===== src/rtl/dma_rd_mc.sv =====
// Synchronous FIFO: registered storage with count-based full/empty flags.
// Latency: one cycle from push to visible at the head.
// Backpressure: a push into a full FIFO is taken only when a pop happens in the same cycle.
module dma_rd_mc_fifo #(
  parameter int WIDTH = 8,
  parameter int DEPTH = 2
) (
  input  logic             clk,
  input  logic             rst,
  input  logic             push_vld,
  input  logic [WIDTH-1:0] push_dat,
  input  logic             pop_rdy,
  output logic [WIDTH-1:0] pop_dat,
  output logic             full,
  output logic             empty
);
  localparam int PW = (DEPTH > 1) ? $clog2(DEPTH) : 1;
  localparam int CW = $clog2(DEPTH + 1);

  logic [WIDTH-1:0] mem_q [DEPTH];
  logic [PW-1:0]    wr_ptr_q;
  logic [PW-1:0]    rd_ptr_q;
  logic [CW-1:0]    cnt_q;
  logic             do_push;
  logic             do_pop;

  function automatic logic [PW-1:0] inc_ptr(input logic [PW-1:0] p);
    return (p == PW'(DEPTH - 1)) ? '0 : p + PW'(1);
  endfunction

  assign empty   = (cnt_q == '0);
  assign full    = (cnt_q == CW'(DEPTH));
  assign do_pop  = pop_rdy & ~empty;
  assign do_push = push_vld & (~full | do_pop);
  assign pop_dat = mem_q[rd_ptr_q];

  always_ff @(posedge clk) begin
    if (rst) begin
      wr_ptr_q <= '0;
      rd_ptr_q <= '0;
      cnt_q    <= '0;
    end else begin
      if (do_push) wr_ptr_q <= inc_ptr(wr_ptr_q);
      if (do_pop)  rd_ptr_q <= inc_ptr(rd_ptr_q);
      if (do_push && !do_pop)      cnt_q <= cnt_q + CW'(1);
      else if (!do_push && do_pop) cnt_q <= cnt_q - CW'(1);
    end
  end

  always_ff @(posedge clk) begin
    if (do_push) mem_q[wr_ptr_q] <= push_dat;
  end
endmodule

// Multi-channel DMA read engine: round-robin over per-channel command FIFOs, AR burst split, tagged R stream.
// Latency: command visible at the FIFO head 1 cycle after push, granted that cycle, AR valid the next; R to stream is combinational.
// Backpressure: config_ready drops when a channel FIFO is full; AR stalls on a full tracker; R stalls via downstream ready.
module dma_rd_mc #(
  parameter int NUM_CH            = 2,
  parameter int AXI_DATA_WIDTH    = 32,
  parameter int AXI_ADDR_WIDTH    = 32,
  parameter int AXI_ID_WIDTH      = 8,
  parameter int CONFIG_LEN_WIDTH  = 9,
  parameter int CMD_DEPTH         = 2,
  parameter int OUTSTANDING_COUNT = 4,
  parameter int MAX_BURST         = 16,
  localparam int CH_W             = (NUM_CH > 1) ? $clog2(NUM_CH) : 1
) (
  input  logic                                 clk,
  input  logic                                 rst,
  input  logic [NUM_CH-1:0]                    config_valid,
  output logic [NUM_CH-1:0]                    config_ready,
  input  logic [NUM_CH*AXI_ADDR_WIDTH-1:0]     config_addr,
  input  logic [NUM_CH*CONFIG_LEN_WIDTH-1:0]   config_len,
  output logic [NUM_CH-1:0]                    config_empty,
  output logic [NUM_CH-1:0]                    resp_err,
  output logic [AXI_ID_WIDTH-1:0]              m_axi_arid,
  output logic [AXI_ADDR_WIDTH-1:0]            m_axi_araddr,
  output logic [7:0]                           m_axi_arlen,
  output logic [2:0]                           m_axi_arsize,
  output logic [1:0]                           m_axi_arburst,
  output logic                                 m_axi_arlock,
  output logic [3:0]                           m_axi_arcache,
  output logic [2:0]                           m_axi_arprot,
  output logic                                 m_axi_arvalid,
  input  logic                                 m_axi_arready,
  input  logic [AXI_ID_WIDTH-1:0]              m_axi_rid,
  input  logic [AXI_DATA_WIDTH-1:0]            m_axi_rdata,
  input  logic [1:0]                           m_axi_rresp,
  input  logic                                 m_axi_rlast,
  input  logic                                 m_axi_rvalid,
  output logic                                 m_axi_rready,
  output logic [AXI_DATA_WIDTH-1:0]            data_out,
  output logic [CH_W-1:0]                      dest_out,
  output logic                                 valid_out,
  output logic                                 last_out,
  input  logic                                 ready
);
  localparam int BYTES = AXI_DATA_WIDTH / 8;
  localparam int SZ    = $clog2(BYTES);
  localparam int LW    = ((CONFIG_LEN_WIDTH > 13) ? CONFIG_LEN_WIDTH : 13) + 1;
  localparam int OCW   = $clog2(OUTSTANDING_COUNT + 1);

  typedef struct packed {
    logic [AXI_ADDR_WIDTH-1:0]   addr;
    logic [CONFIG_LEN_WIDTH-1:0] len;
  } cmd_t;

  typedef struct packed {
    logic [CH_W-1:0] ch;
    logic            last;
  } trk_t;

  typedef enum logic {S_IDLE, S_ISSUE} state_t;

  state_t                      state_q, state_d;
  logic [CH_W-1:0]             rr_ptr_q, rr_ptr_d;
  logic [CH_W-1:0]             cur_ch_q, cur_ch_d;
  logic [AXI_ADDR_WIDTH-1:0]   cur_addr_q, cur_addr_d;
  logic [CONFIG_LEN_WIDTH-1:0] rem_q, rem_d;

  cmd_t              cmd_head [NUM_CH];
  logic [NUM_CH-1:0] cmd_full;
  logic [NUM_CH-1:0] cmd_empty;
  logic [NUM_CH-1:0] cmd_pop;

  logic              grant_vld;
  logic [CH_W-1:0]   grant_ch;
  cmd_t              grant_cmd;

  logic [LW-1:0]     to_4k;
  logic [LW-1:0]     beats;
  logic              last_burst;

  trk_t              trk_in;
  trk_t              trk_head;
  logic              trk_full;
  logic              trk_empty;
  logic              trk_pop;
  logic              ar_hs;
  logic              r_hs;
  logic              unused_rid;

  assign unused_rid = ^m_axi_rid;

  // Per-channel command queue, outstanding-burst count and sticky error flag
  for (genvar i = 0; i < NUM_CH; i++) begin : g_ch
    cmd_t           cmd_in;
    logic [OCW-1:0] out_cnt_q;
    logic           err_q;
    logic           inc;
    logic           dec;

    assign cmd_in.addr     = config_addr[i*AXI_ADDR_WIDTH +: AXI_ADDR_WIDTH] & ~AXI_ADDR_WIDTH'(BYTES - 1);
    assign cmd_in.len      = config_len[i*CONFIG_LEN_WIDTH +: CONFIG_LEN_WIDTH];
    assign config_ready[i] = ~cmd_full[i] | cmd_pop[i];

    dma_rd_mc_fifo #(
      .WIDTH ($bits(cmd_t)),
      .DEPTH (CMD_DEPTH)
    ) u_cmd_fifo (
      .clk      (clk),
      .rst      (rst),
      .push_vld (config_valid[i] & config_ready[i]),
      .push_dat (cmd_in),
      .pop_rdy  (cmd_pop[i]),
      .pop_dat  (cmd_head[i]),
      .full     (cmd_full[i]),
      .empty    (cmd_empty[i])
    );

    assign inc = ar_hs & (cur_ch_q == CH_W'(i));
    assign dec = trk_pop & (trk_head.ch == CH_W'(i));

    always_ff @(posedge clk) begin
      if (rst) begin
        out_cnt_q <= '0;
        err_q     <= 1'b0;
      end else begin
        if (inc && !dec)      out_cnt_q <= out_cnt_q + OCW'(1);
        else if (!inc && dec) out_cnt_q <= out_cnt_q - OCW'(1);
        if (r_hs && (m_axi_rresp != 2'b00) && (trk_head.ch == CH_W'(i))) err_q <= 1'b1;
      end
    end

    assign resp_err[i]     = err_q;
    assign config_empty[i] = cmd_empty[i] & ~((state_q == S_ISSUE) && (cur_ch_q == CH_W'(i)))
                             & (out_cnt_q == '0);
  end

  // Lowest non-empty channel overall, overridden by the lowest one at or after rr_ptr
  always_comb begin
    grant_vld = 1'b0;
    grant_ch  = '0;
    for (int c = NUM_CH - 1; c >= 0; c--) begin
      if (!cmd_empty[c]) begin
        grant_vld = 1'b1;
        grant_ch  = CH_W'(c);
      end
    end
    for (int c = NUM_CH - 1; c >= 0; c--) begin
      if (!cmd_empty[c] && (CH_W'(c) >= rr_ptr_q)) grant_ch = CH_W'(c);
    end
  end

  assign grant_cmd = cmd_head[grant_ch];

  always_comb begin
    to_4k = (LW'(4096) - LW'(cur_addr_q[11:0])) >> SZ;
    beats = LW'(rem_q);
    if (beats > LW'(MAX_BURST)) beats = LW'(MAX_BURST);
    if (beats > to_4k)          beats = to_4k;
  end

  assign last_burst = (LW'(rem_q) == beats);

  always_ff @(posedge clk) begin
    if (rst) state_q <= S_IDLE;
    else     state_q <= state_d;
  end

  always_comb begin
    state_d = state_q;
    case (state_q)
      S_IDLE:  if (grant_vld && (grant_cmd.len != '0)) state_d = S_ISSUE;
      S_ISSUE: if (ar_hs && last_burst) state_d = S_IDLE;
      default: state_d = S_IDLE;
    endcase
  end

  always_comb begin
    cmd_pop       = '0;
    m_axi_arvalid = 1'b0;
    m_axi_araddr  = cur_addr_q;
    m_axi_arlen   = 8'(beats - LW'(1));
    m_axi_arid    = AXI_ID_WIDTH'(cur_ch_q);
    m_axi_arsize  = 3'(SZ);
    m_axi_arburst = 2'b01;
    m_axi_arlock  = 1'b0;
    m_axi_arcache = 4'b0011;
    m_axi_arprot  = 3'b000;
    if (state_q == S_IDLE && grant_vld) cmd_pop[grant_ch] = 1'b1;
    // Tracker only fills through AR handshakes, so arvalid cannot drop before one
    if (state_q == S_ISSUE) m_axi_arvalid = ~trk_full;
  end

  always_comb begin
    rr_ptr_d   = rr_ptr_q;
    cur_ch_d   = cur_ch_q;
    cur_addr_d = cur_addr_q;
    rem_d      = rem_q;
    if (state_q == S_IDLE && grant_vld) begin
      cur_ch_d   = grant_ch;
      cur_addr_d = grant_cmd.addr;
      rem_d      = grant_cmd.len;
      rr_ptr_d   = (grant_ch == CH_W'(NUM_CH - 1)) ? '0 : grant_ch + CH_W'(1);
    end else if (ar_hs) begin
      cur_addr_d = cur_addr_q + (AXI_ADDR_WIDTH'(beats) << SZ);
      rem_d      = rem_q - CONFIG_LEN_WIDTH'(beats);
    end
  end

  always_ff @(posedge clk) begin
    if (rst) begin
      rr_ptr_q   <= '0;
      cur_ch_q   <= '0;
      cur_addr_q <= '0;
      rem_q      <= '0;
    end else begin
      rr_ptr_q   <= rr_ptr_d;
      cur_ch_q   <= cur_ch_d;
      cur_addr_q <= cur_addr_d;
      rem_q      <= rem_d;
    end
  end

  assign ar_hs   = m_axi_arvalid & m_axi_arready;
  assign r_hs    = m_axi_rvalid & m_axi_rready;
  assign trk_pop = r_hs & m_axi_rlast;
  assign trk_in  = '{ch: cur_ch_q, last: last_burst};

  dma_rd_mc_fifo #(
    .WIDTH ($bits(trk_t)),
    .DEPTH (OUTSTANDING_COUNT)
  ) u_trk_fifo (
    .clk      (clk),
    .rst      (rst),
    .push_vld (ar_hs),
    .push_dat (trk_in),
    .pop_rdy  (trk_pop),
    .pop_dat  (trk_head),
    .full     (trk_full),
    .empty    (trk_empty)
  );

  assign data_out     = m_axi_rdata;
  assign dest_out     = trk_head.ch;
  assign valid_out    = m_axi_rvalid & ~trk_empty;
  assign m_axi_rready = ready & ~trk_empty;
  assign last_out     = valid_out & m_axi_rlast & trk_head.last;
endmodule


===== config.mk =====
export PLATFORM = sky130hd
export DESIGN_NAME = dma_rd_mc
export DESIGN_NICKNAME = d
export VERILOG_FILES = /design/src/rtl/dma_rd_mc.sv
export SDC_FILE = /design/constraint.sdc
export NUM_CORES = 1
export LEC_CHECK = 0
export BUFFER_PORTS_ARGS = -buffer_cell sky130_fd_sc_hd__buf_2
export CORE_MARGIN = 2
export CORE_UTILIZATION = 55
export CTS_CLUSTER_SIZE = 30
export DETAILED_ROUTE_END_ITERATION = 8
export GPL_TIMING_DRIVEN = 0
export PLACE_DENSITY = 0.82
export SETUP_SLACK_MARGIN = 0.5
export SLEW_MARGIN = 20
export SYNTH_ARGS = -nofsm -noshare
export SYNTH_HDL_FRONTEND = slang
export SYNTH_SLANG_ARGS = --single-unit

===== constraint.sdc =====
create_clock -name clk -period 6.3 [get_ports clk]
set_clock_uncertainty 0.05 [all_clocks]
set_input_delay 1.26 -clock clk [delete_from_list [all_inputs] [get_ports clk]]
set_output_delay 1.26 -clock clk [all_outputs]
set_load 0.05 [all_outputs]

==> flow_summary.toml, run 1 <==
[die]
ios = 236
dieHeight_um = 149
die_width_um = 149
num_rows = 53
floorplan.initialDensity_pct = 55.6
design.core.area_um2 = 20900
die_area_um2 = 22300

[synthesis]
yosys_warnings = 0
synthFlopType = "edfxtp_1"
synth_top_cells_by_count = "edfxtp_1 (164), nor2_1 (82), a21oi_1 (71)"
synthCells = 1025
synth_adder_area_share_pct = 5.28
seq_area_frac_synth_pct = 54.3
async_flop_share_pct = 0
synth_top_area_share_pct = 42.4
yosys.area.top_type = "edfxtp_1"
synth-edff-count = 164
synthXorXnorAreaFrac_pct = 3.54
synth_compound_area_share_pct = 12.9
synth-seq-cells = 233
syn_area_um2 = 11600
muxShareOfSynthArea_pct = 5.39
synth_area_leaders = "edfxtp_1 (42%), dfxtp_1 (12%), ha_1 (4.4%)"
yosys.area_share.simple_pct = 11.9
synthDistinctLibCells = 69
synth_most_common_cell = "edfxtp_1"
synth_top_family_by_area = "compound AO/OA/AOI/OAI gates"
syn_area_per_cell_um2 = 11.3

[timing]
finalCritPeriodShare_pct = 88.4
slew_headroom_pct = 39.5
finalHoldViolCount = 0
drv_slew = 0
worst-slew-pin-transition_ns = 0.904
fmax_ghz = 0.180
finalCriticalPeriod_ns = 5.57
rsz0062_at_grt = "false"
setup_viol = 0
setup_tns_ns = 0
worst_slack_ns = 0.731

[detailed_routing]
ant_nets = 0
vias_per_cell = 5.78
met2_length_mm = 14.3
dr_total_vias = 8942
drt_iter0_markers = 723
wirelength_mm = 29.3
route.met3.wl_mm = 2.54
firstDrtPassIters = 5
highest_layer = "met4"
drc = 0
routedWlPerCell_um = 18.9
wl_met1_mm = 11.3

[placed_design]
dpl.hpwl_mm = 21.6
placed_cell_area_um2 = 13000
port_buffers = 169
place_congestion = 0.916
place_ws_ns = 0.569

[clocking]
clock-sinks = 233
cts_buffers = 24
cts_root_buf = "clkbuf_16"
clk_pin_slew_ns = 0.06
cts-hold-fix-buffers = 0
cts_buffer_depth = 3
worstSkewPairLatency_ns = 0.52
tritoncts = "built"
htree_levels = 1

[finish]
final_area_um2 = 14000
syn_to_final_growth_pct = 20.2
seqCellArea_um2 = 6310
nets = 1433
multi_input_area_um2 = 4760
layout-drive-gt1-share_pct = 25.6
antenna_cells = 0
fillers = 1551

[global_routing]
grtUsageTotal_pct = 25.7
grt_max_degree = 24
grt_pass1_wl_mm = 44.4
gr-total-overflow = 0
grt_pass1_vias = 8522
antenna_found_initial = 0

[critical_path]
critPathMaxFanout = 10
cp_data_arrival_time_ns = 4.26
end_kind = "output port"
crit_type = "reg2out"
rrSetupSlack_ns = 1.00
reg2reg_depth = 23
critical_path.startpoint_type = "register"
worst_ep_required_time_ns = 4.99

[power_and_ir_drop]
leakage_uw = 0.00546
power.total_uw = 7310
ir_drop_mv = 0.330
p_per_area_nw_per_um2 = 523

[job]
cap_violations = 0

[min_path]
hp-class = "reg2reg"
whs_path_depth = 2

[status]
outcome = "finished clean"
[repair_timing]
action / in CTS / in global routing
setup buffers: 1 / 5
pin swaps: 0 / 4
gates cloned: 0 / 0
setup endpoints to repair: 3 / 2
gates resized for setup: 12 / 9
[placed cells by master, fill, tap and decap left out, types with 40 or more instances in the layout]
| cell | Yosys | final |
|---|---|---|
| a211oi_1 | 65 | 64 |
| nor2_1 | 82 | 79 |
| buf_4 | 58 | 65 |
| a21oi_1 | 71 | 71 |
| ha_1 | 41 | 40 |
| inv_1 | 41 | 40 |
| mux2i_1 | 48 | 48 |
| dfxtp_1 | 69 | 65 |
| buf_2 | 7 | 174 |
| edfxtp_1 | 164 | 164 |
[cells by family (layout without fill, tap and decap cells)]
group	after synthesis	count (layout)
simple gates	271	271
flops	233	233
compound gates	224	224
buf+inv	143	366
mux	59	59
xor+xnor	47	47
fa+ha+maj	46	46
other cells	2	27
[area by class of cell]
cell class              instances  area share, %
flip-flops and latches        233           45.2
multi-input cells             674           34.1
repair buffers                179           7.10
clock buffers                  30           4.53
plain buffers                 100           4.33
well taps                     275           2.46
inverters                      43           1.16
clock inverters                14           1.15
[final timing paths]
kind,to,from
worst max-delay path,m_axi_arlen[6],m_axi_araddr[3]
worst min-delay path,g_ch[0].err_q,g_ch[0].err_q
worst max register to register,m_axi_araddr[24],m_axi_araddr[4]
worst min register to register,g_ch[0].err_q,g_ch[0].err_q
[state kept, by name (all words and copies together), names as in the netlist, named ones only]
name,cells
u_trk_fifo.wr_ptr_q,2
g_ch.u_cmd_fifo.wr_ptr_q,2
g_ch.u_cmd_fifo.cnt_q,4
state_q,1
cur_ch_q,1
g_ch.u_cmd_fifo.rd_ptr_q,2
g_ch.err_q,2
m_axi_araddr,30
g_ch.u_cmd_fifo.mem_q,156
u_trk_fifo.cnt_q,3
g_ch.out_cnt_q,6
rem_q,9
rr_ptr_q,1
u_trk_fifo.rd_ptr_q,2
u_trk_fifo.mem_q,8
[routing by layer]
layer  vias up  global-route usage, %
li1       4170                      -
met1      4199                   32.6
met2       485                   44.5
met3        88                   3.91
met4         0                   9.57
met5         -                      0
[critical path: stages (launching register included)]
cell      delay (ns)
dfxtp_2         0.38
inv_1           0.11
ha_1            0.23
nor2b_2         0.17
nand2_1         0.12
xor2_2          0.19
inv_1           0.08
ha_1            0.29
nor3_1          0.20
nor2_1          0.09
o22ai_2         0.27
a211oi_2        0.08
buf_4           0.18
buf_2           0.19
a21o_1          0.19
inv_1           0.11
ha_4            0.17
nand3_1         0.10
nor4_2          0.14
a21oi_1         0.10
a31oi_4         0.19
buf_6           0.18
[per-stage QoR]
stage	hold slack, ns	util [%]	instances
2_1_floorplan	0.388	-	1050
3_3_place_gp	0.404	61.9	1494
3_5_place_dp	0.419	62.4	1498
4_1_cts	0.435	66.5	1543
5_1_grt	0.473	66.9	1548
6_report	0.426	66.9	1548
[where the power goes]
part | internal [µW] | switching, µW | total [µW]
clock | 841 | 577 | 1420
combinational | 1210 | 2430 | 3650
sequential | 2000 | 246 | 2250
Power figures use the tool's default switching activity.
==> run 2, diff against run 1 <==
Settings changed: ABC_AREA from default to 1.
==> run 2 against run 1 <==
Compared with the run above:
- synthesized area increased by 1.2%
- core utilization shrank 0.45 points
- critical path type unchanged
- largest power group unchanged
- largest cell class unchanged
- maximum frequency increased by 2.8%
==> flow_summary.toml, run 2 <==
[finish]
largest_reg_flops = 156
nets = 1698
layout-drive-gt1-share_pct = 20.1
final_cell_mix = "nand2_1 (266), buf_2 (180), edfxtp_1 (164)"
top_register = "g_ch.u_cmd_fifo.mem_q"
syn_to_final_growth_pct = 18.7
final_common_cell = "nand2_1"
antenna_cells = 0

[clocking]
clock-sinks = 233
cts_buffers = 23
tritoncts = "built"
clk_pin_slew_ns = 0.06
worstSkewPairLatency_ns = 0.51
cts_root_buf = "clkbuf_16"
cts-hold-fix-buffers = 0
htree_levels = 1
cts_buffer_depth = 3

[global_routing]
grt_pass1_wl_mm = 48.3
grt_pass1_vias = 9412
grt_max_degree = 24
grtUsageTotal_pct = 27.7
gr-total-overflow = 0
antenna_found_initial = 0

[synthesis]
synthDistinctLibCells = 46
yosys_warnings = 0
synth_most_common_cell = "nand2_1"
yosys.area.top_type = "edfxtp_1"
seq_area_frac_synth_pct = 53.6
syn_area_um2 = 11800
synth_top_cells_by_count = "nand2_1 (267), edfxtp_1 (164), a21oi_1 (130)"
synth_area_leaders = "edfxtp_1 (42%), dfxtp_1 (12%), nand2_1 (8.5%)"
synthCells = 1296
synth-seq-cells = 233
syn_area_per_cell_um2 = 9.08
synth-edff-count = 164
synth_top_area_share_pct = 41.9
synthFlopType = "edfxtp_1"
async_flop_share_pct = 0

[placed_design]
place_ws_ns = 1.24
place_congestion = 0.946
port_buffers = 169
dpl.hpwl_mm = 23.2

[critical_path]
max_stage_delay_ns = 0.37
path_cells = "inv_2, ha_1, nand3_1, nor3b_1, xnor2_1, inv_1, ha_1, nand3_1, nand3b_1, nand2_1, a21oi_4, nand2_4, o21ai_4, inv_1, ha_1, nand3_1, xor2_1, buf_2"
critPathMaxFanout = 8
critical_path.startpoint_type = "register"
cp_data_arrival_time_ns = 4.10
slowest_stage = "dfxtp_1"
crit_family = "simple AND/OR/NAND/NOR gates"
cp_num_buf_inv = 4
worst_ep_required_time_ns = 4.99
end_kind = "output port"
crit_type = "reg2out"

[detailed_routing]
routedWlPerCell_um = 17.2
ant_nets = 0
drc = 0
firstDrtPassIters = 6
drt_iter0_markers = 969
wirelength_mm = 31.2
vias_per_cell = 5.50
dr_total_vias = 9962

[timing]
finalCriticalPeriod_ns = 5.41
drv_slew = 0
worst-slew-pin-transition_ns = 0.758
setup_tns_ns = 0
finalHoldViolCount = 0
finalCritPeriodShare_pct = 85.9
setup_viol = 0
slew_headroom_pct = 49.4
fmax_ghz = 0.185
rsz0062_at_grt = "false"
worst_slack_ns = 0.886

[die]
design.core.area_um2 = 21000
die_width_um = 150
num_rows = 53
die_area_um2 = 22600
ios = 236
floorplan.initialDensity_pct = 55.9
dieHeight_um = 150

[power_and_ir_drop]
ir_drop_mv = 0.332
leakage_uw = 0.00600
p_per_area_nw_per_um2 = 525
power.total_uw = 7330

[job]
cap_violations = 0

[status]
outcome = "finished clean"

[min_path]
hp-class = "reg2reg"
## run 2: changes by cell type after synthesis, sizes merged, moves of 9 or more
cell / delta
or3: -9
nand2: +235
and3: -10
mux2i: -45
o21ai: +72
xnor2: -20
mux2: -9
nor2b: -38
nor2: +37
nand3: +37
a211oi: -64
inv: +80
a21oi: +59
## run 2: final timing paths
| check | from | to | slack, ns | cells after the start |
|---|---|---|---|---|
| max | m_axi_araddr[2] | m_axi_arlen[4] | 0.89 | 18 |
| min | g_ch[0].out_cnt_q[2] | g_ch[0].out_cnt_q[2] | 0.42 | 2 |
| max reg2reg | m_axi_araddr[2] | m_axi_araddr[26] | 1.58 | 24 |
| min reg2reg | g_ch[0].out_cnt_q[2] | g_ch[0].out_cnt_q[2] | 0.42 | 2 |
## run 2: final cells by class
| cell class | count | area (µm²) |
|---|---|---|
| Sequential cell | 233 | 6310 |
| Multi-Input combinational cell | 866 | 4530 |
| Clock buffer | 26 | 587 |
| Tap cell | 275 | 344 |
| Fill cell | 1618 | 7060 |
| Buffer | 99 | 599 |
| Inverter | 123 | 462 |
| Timing Repair Buffer | 174 | 976 |
| Clock inverter | 15 | 158 |
## run 2: worst reg2reg max path, cell delays in order (launching register included)
cell and delay [ns]:
dfxtp_1 0.37, inv_2 0.17, ha_1 0.16, nand3_1 0.12, nor3b_1 0.24, xnor2_1 0.22
inv_1 0.08, ha_1 0.31, nand3_1 0.07, nand3b_1 0.11, nand2_1 0.09, a21oi_4 0.29
nand2_4 0.15, o21ai_4 0.28, ha_1 0.23, inv_1 0.06, fa_1 0.39, o21ai_0 0.30
inv_1 0.07, o21ai_0 0.30, nand4_1 0.12, nand2_1 0.11, xor2_1 0.15, nand2_1 0.07
a21oi_1 0.14
## run 2: routing by layer
metal / part of all wire [%] / global-route usage (%)
met4: 3.5 / 10.8
met3: 10 / 3.79
met1: 39 / 36.9
met2: 47 / 46.2
met5: 0 / 0
## run 2: report_power, final
part | internal, µW | switching, µW | leakage (µW)
logic | 1080 | 2700 | 0.00354
registers | 1960 | 220 | 0.00210
clock network | 795 | 573 | 0.000362
## run 2: cells by family after synthesis
family | after synthesis | synth area share, %
fa+ha+maj | 46 | 5.21
mux | 3 | 0.255
simple gates | 504 | 18.1
flops | 233 | 53.6
xor+xnor | 24 | 1.79
buf+inv | 222 | 9.02
other cells | 2 | 0.0639
compound gates | 262 | 12.0
## run 2: per-stage QoR
| stage | util [%] | hold WS (ns) | cells | cell area, µm² |
|---|---|---|---|---|
| after global placement | 62.1 | 0.387 | 1765 | 13000 |
| after global routing | 66.4 | 0.451 | 1811 | 14000 |
| after detailed placement | 62.8 | 0.400 | 1770 | 13200 |
| after floorplan | - | 0.376 | 1321 | 11900 |
| after CTS | 66.4 | 0.420 | 1811 | 13900 |
| final | 66.4 | 0.422 | 1811 | 14000 |
## run 2: what timing repair did
action / in CTS / in global routing
buffers inserted: 0 / 0
gates resized for setup: 0 / 4
hold endpoints to repair: 0 / 0
endpoints found under the setup margin: 0 / 3
